[config.mk]
export PLATFORM = sky130hd
export DESIGN_NAME = pdm_mic_controller
export DESIGN_NICKNAME = d
export VERILOG_FILES = /design/src/rtl/pdm_pcm_converter_pkg.sv /design/src/rtl/pdm_mic_controller_clk_divider.sv /design/src/rtl/pdm_mic_controller.sv
export SDC_FILE = /design/constraint.sdc
export NUM_CORES = 1
export LEC_CHECK = 0
export ABC_AREA = 1
export CORE_ASPECT_RATIO = 0.8
export CORE_MARGIN = 2
export CORE_UTILIZATION = 25
export DETAILED_ROUTE_END_ITERATION = 8
export GPL_TIMING_DRIVEN = 0
export HOLD_SLACK_MARGIN = 0.12
export PLACE_DENSITY = 0.38
export SETUP_SLACK_MARGIN = 0.3
export SKIP_LAST_GASP = 1
export SLEW_MARGIN = 5
export SYNTH_ARGS = -nofsm -noshare
export SYNTH_HDL_FRONTEND = slang
export SYNTH_HIERARCHICAL = 1
export SYNTH_SLANG_ARGS = --single-unit
[constraint.sdc]
create_clock -name clock_i -period 2.4 [get_ports clock_i]
set_input_delay 0.48 -clock clock_i [delete_from_list [all_inputs] [get_ports clock_i]]
set_output_delay 0.48 -clock clock_i [all_outputs]
set_load 0.005 [all_outputs]
[src/rtl/pdm_pcm_converter_pkg.sv]
// Shared types and constants for the PDM microphone front end.
package pdm_pcm_converter_pkg;

  typedef enum logic [2:0] {
    IDLE,
    STARTUP,
    SETTLE,
    RUN,
    STOP
  } pdm_mic_state_e;

  localparam int unsigned PDM_MIN_HALF_PERIOD = 4;

endpackage

[src/rtl/pdm_mic_controller_clk_divider.sv]
// PDM clock generator: latched half-period, pdm_clk and end-of-phase strobes.
module pdm_clk_divider
  import pdm_pcm_converter_pkg::*;
#(
  parameter int unsigned DIV_WIDTH = 8
) (
  input  logic                 clk,
  input  logic                 rst,
  input  logic                 load,
  input  logic [DIV_WIDTH-1:0] div,
  input  logic                 run,
  input  logic                 park,
  output logic                 pdm_clk,
  output logic                 last_high_c,
  output logic                 last_low_c
);

  localparam logic [DIV_WIDTH-1:0] MIN_HALF = DIV_WIDTH'(PDM_MIN_HALF_PERIOD);

  logic [DIV_WIDTH-1:0] half_m1;
  logic [DIV_WIDTH-1:0] cnt;
  logic [DIV_WIDTH-1:0] half_c;
  logic                 phase_end_c;

  assign half_c      = (div < MIN_HALF) ? MIN_HALF : div;
  assign phase_end_c = (cnt == half_m1);
  assign last_high_c = run && phase_end_c && pdm_clk;
  assign last_low_c  = run && phase_end_c && !pdm_clk;

  // Terminal count is stored directly so the compare needs no subtractor.
  always_ff @(posedge clk or posedge rst) begin
    if (rst) begin
      half_m1 <= '0;
    end else if (load) begin
      half_m1 <= half_c - DIV_WIDTH'(1);
    end
  end

  // While parked the low phase is never followed by a rising edge.
  always_ff @(posedge clk or posedge rst) begin
    if (rst) begin
      cnt     <= '0;
      pdm_clk <= 1'b0;
    end else if (!run) begin
      cnt     <= '0;
      pdm_clk <= 1'b0;
    end else if (phase_end_c) begin
      cnt     <= '0;
      pdm_clk <= ~pdm_clk & ~park;
    end else begin
      cnt     <= cnt + DIV_WIDTH'(1);
    end
  end

endmodule

[src/rtl/pdm_mic_controller.sv]
// Stereo PDM mic sequencer: clocking, L/R capture, decimator handshake and power-up FSM.
module pdm_mic_controller
  import pdm_pcm_converter_pkg::*;
#(
  parameter int unsigned DIV_WIDTH      = 8,
  parameter int unsigned STARTUP_CLKS   = 1024,
  parameter int unsigned SETTLE_SAMPLES = 16
) (
  input  logic                 clock_i,
  input  logic                 reset_i,
  input  logic                 enable_i,
  input  logic [DIV_WIDTH-1:0] clk_div_i,
  output logic                 pdm_clk_o,
  input  logic                 pdm_dat_i,
  output logic                 pdm_l_data_o,
  output logic                 pdm_l_valid_o,
  input  logic                 pdm_l_ready_i,
  output logic                 pdm_r_data_o,
  output logic                 pdm_r_valid_o,
  input  logic                 pdm_r_ready_i,
  output logic                 dec_enable_o,
  input  logic                 pcm_l_valid_i,
  input  logic                 pcm_l_ready_i,
  output logic                 pcm_mute_o,
  output logic                 busy_o,
  output logic                 drop_o
);

  localparam int unsigned STARTUP_W = $clog2(STARTUP_CLKS + 1);
  localparam int unsigned SETTLE_W  = $clog2(SETTLE_SAMPLES + 1);

  pdm_mic_state_e       state_q, state_d;
  logic [STARTUP_W-1:0] startup_cnt_q, startup_cnt_d;
  logic [SETTLE_W-1:0]  settle_cnt_q, settle_cnt_d;
  logic                 dec_enable_d, mute_d, busy_d;
  logic                 start_c, run_c, park_c, capture_en_c, l_cap_c, r_cap_c;
  logic                 last_high_c, last_low_c;
  logic                 dat_meta, dat_s;

  assign run_c        = (state_q != IDLE);
  assign park_c       = (state_q == STOP);
  assign capture_en_c = (state_q == SETTLE) || (state_q == RUN);
  assign l_cap_c      = capture_en_c && last_high_c;
  assign r_cap_c      = capture_en_c && last_low_c;

  pdm_clk_divider #(
    .DIV_WIDTH(DIV_WIDTH)
  ) u_div (
    .clk        (clock_i),
    .rst        (reset_i),
    .load       (start_c),
    .div        (clk_div_i),
    .run        (run_c),
    .park       (park_c),
    .pdm_clk    (pdm_clk_o),
    .last_high_c(last_high_c),
    .last_low_c (last_low_c)
  );

  // Mic data is asynchronous to clock_i.
  always_ff @(posedge clock_i or posedge reset_i) begin
    if (reset_i) begin
      dat_meta <= 1'b0;
      dat_s    <= 1'b0;
    end else begin
      dat_meta <= pdm_dat_i;
      dat_s    <= dat_meta;
    end
  end

  always_ff @(posedge clock_i or posedge reset_i) begin
    if (reset_i) begin
      state_q       <= IDLE;
      startup_cnt_q <= '0;
      settle_cnt_q  <= '0;
      dec_enable_o  <= 1'b0;
      pcm_mute_o    <= 1'b1;
      busy_o        <= 1'b0;
    end else begin
      state_q       <= state_d;
      startup_cnt_q <= startup_cnt_d;
      settle_cnt_q  <= settle_cnt_d;
      dec_enable_o  <= dec_enable_d;
      pcm_mute_o    <= mute_d;
      busy_o        <= busy_d;
    end
  end

  // Startup counts pdm rising edges (end of each low phase); settle counts left PCM handshakes.
  always_comb begin
    state_d       = state_q;
    startup_cnt_d = startup_cnt_q;
    settle_cnt_d  = settle_cnt_q;
    start_c       = 1'b0;
    case (state_q)
      IDLE: begin
        if (enable_i) begin
          state_d       = STARTUP;
          startup_cnt_d = '0;
          settle_cnt_d  = '0;
          start_c       = 1'b1;
        end
      end
      STARTUP: begin
        if (!enable_i) begin
          state_d = STOP;
        end else if (last_low_c) begin
          if (startup_cnt_q == STARTUP_W'(STARTUP_CLKS - 1)) state_d = SETTLE;
          else startup_cnt_d = startup_cnt_q + STARTUP_W'(1);
        end
      end
      SETTLE: begin
        if (!enable_i) begin
          state_d = STOP;
        end else if (pcm_l_valid_i && pcm_l_ready_i) begin
          if (settle_cnt_q == SETTLE_W'(SETTLE_SAMPLES - 1)) state_d = RUN;
          else settle_cnt_d = settle_cnt_q + SETTLE_W'(1);
        end
      end
      RUN: begin
        if (!enable_i) state_d = STOP;
      end
      STOP: begin
        if (!pdm_l_valid_o && !pdm_r_valid_o && !pdm_clk_o) state_d = IDLE;
      end
      default: state_d = IDLE;
    endcase
    dec_enable_d = (state_d == SETTLE) || (state_d == RUN);
    mute_d       = (state_d != RUN);
    busy_d       = (state_d != IDLE);
  end

  // A capture always wins over acceptance; overwriting an unaccepted bit is a drop.
  always_ff @(posedge clock_i or posedge reset_i) begin
    if (reset_i) begin
      pdm_l_data_o  <= 1'b0;
      pdm_l_valid_o <= 1'b0;
      pdm_r_data_o  <= 1'b0;
      pdm_r_valid_o <= 1'b0;
      drop_o        <= 1'b0;
    end else begin
      if (l_cap_c) begin
        pdm_l_data_o  <= dat_s;
        pdm_l_valid_o <= 1'b1;
      end else if (pdm_l_ready_i) begin
        pdm_l_valid_o <= 1'b0;
      end
      if (r_cap_c) begin
        pdm_r_data_o  <= dat_s;
        pdm_r_valid_o <= 1'b1;
      end else if (pdm_r_ready_i) begin
        pdm_r_valid_o <= 1'b0;
      end
      if (start_c) begin
        drop_o <= 1'b0;
      end else if ((l_cap_c && pdm_l_valid_o && !pdm_l_ready_i) ||
                   (r_cap_c && pdm_r_valid_o && !pdm_r_ready_i)) begin
        drop_o <= 1'b1;
      end
    end
  end

endmodule

# [Word level (Yosys, flattened, before mapping)]
# Cells that the tools add are included.
[word_totals] ff_bits=46 inputBits=16 word_cells=105 output_inout_bits=9
[classes] bitwise=3 add_sub_neg=4 reduce_logical=30 muxes=33 order_cmp=1 eq_ne=18
[op_table] op="two-way mux 11 bit" n=4
[op_table] op="two-way mux 3 bit" n=9
[op_table] op="two-way mux 8 bit" n=3
[op_table] op="case mux 11 bit (2 select lines)" n=1
[op_table] op="two-way mux 5 bit" n=4
[op_table] op="case mux 3 bit (5 select lines)" n=1
[op_table] op="!= test 2 bit, second input constant" n=7
[op_table] op="equality test 3 x 2 -> 1 bit, second input constant" n=4
[op_table] op="logical AND 1 bit" n=12
[op_table] op="adder 11 x 1 -> 11 bit, second input constant" n=1
[op_table] op="equality test 11 x 10 -> 1 bit, second input constant" n=1
[op_table] op="two-way mux 1 bit" n=10
[op_table] op="case mux 5 bit (2 select lines)" n=1
[op_table] op="AND reduction 5 bit" n=2
[op_table] op="nonzero test 2 bit" n=5
[op_table] op="adder 8 x 1 -> 8 bit, second input constant" n=1
[op_table] op="equality test 8 bit" n=1
[op_table] op="less-than comparator 8 x 3 -> 1 bit, second input constant" n=1
[op_table] op="subtractor 8 x 1 -> 8 bit, second input constant" n=1
[op_table] op="nonzero test 3 bit" n=2
[op_table] op="adder 5 x 1 -> 5 bit, second input constant" n=1
[op_table] op="equality test 5 x 4 -> 1 bit, second input constant" n=1
[op_table] op="zero test 1 bit" n=5
[op_table] op="equality test 3 x 1 -> 1 bit, second input constant" n=1
[op_table] op="7 further kinds" n=10

# [Longest topological paths before layout]
[depth] ltp_word=9 depth_mapped=11

# [Hierarchy]
# The synthesis kept the hierarchy.
[by_module_without_submodules] mod="pdm_mic_controller" cells_each=196 area_each_um2=1565.3 n_inst=1
[by_module_without_submodules] mod="pdm_clk_divider" cells_each=132 area_each_um2=1018.5 n_inst=1

# [Worst setup path after synthesis]
# No wires, ideal clock.
[synth_timing] path_type="flip-flop to flip-flop" start="reg u_div.cnt[3]" end="reg startup_cnt_q[7]" t_required_ns=2.270 t_arrival_ns=1.772 stages_incl_launch_ff=11 setup_slack_ns=0.498 path_buffers=1 cell_sequence="dfrtp_1 -> xnor2_1 -> nand2_1 -> nor2_1 -> nand2_2 -> nor3_1 -> o211ai_1 -> o21bai_4 -> buf_6 -> nand2_1 -> o21ai_0"
[synth_via] elab_chain_len=5
[synth_rtl] item="start, declared" line="pdm_mic_controller_clk_divider.sv:21" rtl="logic [DIV_WIDTH-1:0] cnt;"
[synth_rtl] item="start signal, assigned" line="pdm_mic_controller_clk_divider.sv:51" rtl="cnt <= cnt + DIV_WIDTH'(1);"
[synth_rtl] item="equality test 8 bit" line="pdm_mic_controller_clk_divider.sv:26" rtl="assign phase_end_c = (cnt == half_m1);"
[synth_rtl] item="logical AND 1 bit (2 in series)" line="pdm_mic_controller_clk_divider.sv:28" rtl="assign last_low_c = run && phase_end_c && !pdm_clk;"
[synth_rtl] item="via last_low_c" line="pdm_mic_controller.sv:37" rtl="logic last_high_c, last_low_c;"
[synth_rtl] item="!= test 2 bit (no line)"
[synth_rtl] item="AND reduction 5 bit (no line)"
[synth_rtl] item="end signal, assigned" line="pdm_mic_controller.sv:81" rtl="startup_cnt_q <= startup_cnt_d;"
[synth_rtl] item="end, declared" line="pdm_mic_controller.sv:33" rtl="logic [STARTUP_W-1:0] startup_cnt_q, startup_cnt_d;"
# The timed path passes the listed nets, and every way through them passes these cells.
# A chain may end at the register's enable or synchronous reset.

# [Worst setup path after layout]
[layout_timing] start="reg u_div.cnt[3]" end="reg startup_cnt_q[10]"
# Same word-level chain as after synthesis.

==> flow_summary.ini <==
[critical_path]
endpoint_kind = flop
r2r_end = startup_cnt_q[10]$_DFFE_PP0P_
crit_fanout = 10
crit_arrival_ns = 2.17
cp.required_ns = 2.56
regToRegStartpoint = u_div/cnt[3]$_DFF_PP0_
startpoint_type = flop
crit_type = reg2reg
ff2ff_path_depth = 10
r2r_slack_ns = 0.39

[hold_path]
hold_end = dat_s$_DFF_PP0_
whs_path_depth = 0
holdCritStartpoint = dat_meta$_DFF_PP0_
hp-class = reg2reg

[cells_and_area]
nFillCells = 1116
syn2layout_area_growth_pct = 25.52
fin_area_um2 = 3243
seqCellArea_um2 = 1152
final_core_util_pct = 31.93
instances_no_fill = 506
multi_input_area_um2 = 1291
num_antenna_cells = 0
nets = 386
drive_above_1_share_pct = 12.02

[global_route]
grt_max_degree = 30
grt_use_total_pct = 11.42
grt_pass1_vias = 2048
grt_pass1_wl_um = 10120
antenna_found_initial = 0
overflow = 0

[clock_network]
cts_tree = yes
cts_buffers = 5
root_buffer = clkbuf_16
clk-insertion-delay-late_ns = 0.29
hold_buffers = 0
clock-sinks = 46
clk_path_buf_depth = 2
htree_levels = 2
cts.clk_slew.worst_paths_ns = 0.07

[synth]
synth_top_area_share_pct = 43.58
synth-warning-count = 6
ys.flop_type = dfrtp_1
yosysTopAreaCell = dfrtp_1
yosysUniqueCellTypes = 35
synth.cell_area_um2 = 2584
synthTopCellsByCount = 89 x nand2_1, 45 x dfrtp_1, 38 x nor2_1, 36 x inv_1, 19 x o21ai_0
syn_inst = 328
yosys_register_bits = 46
syn-num-nets = 349
yosysMostFrequentCell = nand2_1
synthArstFlopShare_pct = 100.0
syn_area_per_cell_um2 = 7.877
synth-edff-count = 0
synth_area_leaders = dfrtp_1 44%, nand2_1 13%, nor2_1 5.5%
ys_seq_area_share_pct = 44.60

[timing]
clock.fmax_ghz = 0.4981
layout_setup_ws_ns = 0.3924
min_period_ns = 2.008
rsz0062_at_grt = true
hold_violations = 0
slew_viol_final = 0
holdWs_ns = 0.3519
period_share_pct = 83.65
tightestPinTransition_ns = 1.183
setup_violations = 0
slew_headroom_pct = 20.63
fin_tns_setup_ns = 0
fin_skew_ns = 0.006748

[power]
p_switching_mw = 0.7935
finalPower_mw = 2.441
power_frac_comb_pct = 25.7
netSwitchingFraction_pct = 32.50
max-vdd-ir-drop_mv = 0.2900
seqPwrFrac_pct = 41.0
leakage_nw = 1.402
p_clk_share_pct = 33.2
power.internal_mw = 1.648
power_density_nw_per_um2 = 752.7

[routing]
dr.pass1.iters = 4
initialDrtViolationCount = 140
avgViaCountPerCell = 4.283
vias = 2167
drt-total-wl_um = 5921
ant_nets = 0
wl_per_cell_um = 11.70
drc = 0

[floorplan]
dieHeight_um = 94.93
core_area_um2 = 10160
start_util_pct = 25.44
fp.dieArea_um2 = 11170
io_pins = 25
num_rows = 33
die_x_um = 117.7

[placed_design]
gp_congestion = 0.7411
placed_area_um2 = 2999
io_buffers = 24
hpwl_um = 4410
placed_cells = 492
dpl_worst_slack_ns = -0.01640

[run]
cap_violations = 0

[status]
status = finished clean
-- layer usage --
metal	GRT usage (%)	wire length, um	part of all wire, %	vias to the layer above
met5	0	0	0	-
met4	3.313	70	1.2	0
met3	3.321	252	4.3	8
met2	15.75	2266	38	31
met1	17.01	3331	56	997
li1	-	-	-	1131
-- worst max path at each step --
stage | from | to | slack, ns | cells past startpoint
after floorplan | u_div/cnt[3]$_DFF_PP0_ | startup_cnt_q[7]$_DFFE_PP0P_ | 0.50 | 10
after global placement | state_q[0]$_DFF_PP0_ | startup_cnt_q[3]$_DFFE_PP0P_ | -0.03 | 7
after detailed placement | state_q[0]$_DFF_PP0_ | startup_cnt_q[3]$_DFFE_PP0P_ | -0.02 | 7
after CTS | u_div/cnt[5]$_DFF_PP0_ | startup_cnt_q[10]$_DFFE_PP0P_ | 0.34 | 10
after global routing | u_div/cnt[4]$_DFF_PP0_ | startup_cnt_q[7]$_DFFE_PP0P_ | 0.26 | 10
final | u_div/cnt[3]$_DFF_PP0_ | startup_cnt_q[10]$_DFFE_PP0P_ | 0.39 | 10
-- timing repair --
item                       in CTS  in global routing
setup endpoints to repair      11                 14
buffers inserted                0                  6
resized for setup               4                  2
pin swaps                       0                  7
-- state kept, by name, indices dropped and copies added (netlist names), 3 cells and up --
name,count
startup_cnt_q,11
u_div/cnt,8
u_div/half_m1,8
settle_cnt_q,5
state_q,3
-- power by group through the flow --
stage / Combinational [mW] / Clock, mW / Sequential, mW
2_1_floorplan: 0.444 / 0 / 0.991
3_3_place_gp: 0.618 / 0 / 1.01
3_5_place_dp: 0.616 / 0 / 1.01
4_1_cts: 0.630 / 0.830 / 1.00
5_1_grt: 0.716 / 0.870 / 1.02
6_report: 0.628 / 0.811 / 1.00
-- cells by family after synthesis --
logic type	synth area share [%]
buf+inv	6.586
flops	44.60
xor+xnor	5.424
simple gates	32.98
fa+ha+maj	2.421
compound gates	7.990
-- cell type report --
cell class,count,area share (%)
multi-input combinational,240,39.81
tap,140,5.401
inverter,39,4.514
clock inverter,3,1.350
timing repair buffer,30,8.796
sequential,46,35.53
clock buffer,5,3.858
buffer,3,0.7330
-- worst max-delay path, cell delays in order (launching register included) --
cell and delay [ns]:
dfrtp_1 0.45, xnor2_1 0.16, nand2_1 0.06, nor2_1 0.13, nand2_2 0.12, nor3_4 0.28
o211ai_1 0.16, o21bai_4 0.24, buf_6 0.16, nand2_1 0.05, o21ai_0 0.07
-- placed cells by master (no fill, tap or decap), types with 8 or more instances in the layout --
cell             count
a21oi_1              8
clkdlybuf4s50_1     24
dfrtp_1             45
inv_1               35
nand2_1             88
nand3_1             18
nand4_1              9
nor2_1              38
nor3_1               9
o21ai_0             19
xnor2_1             10
No activity file was read; power rests on OpenSTA's default activity.
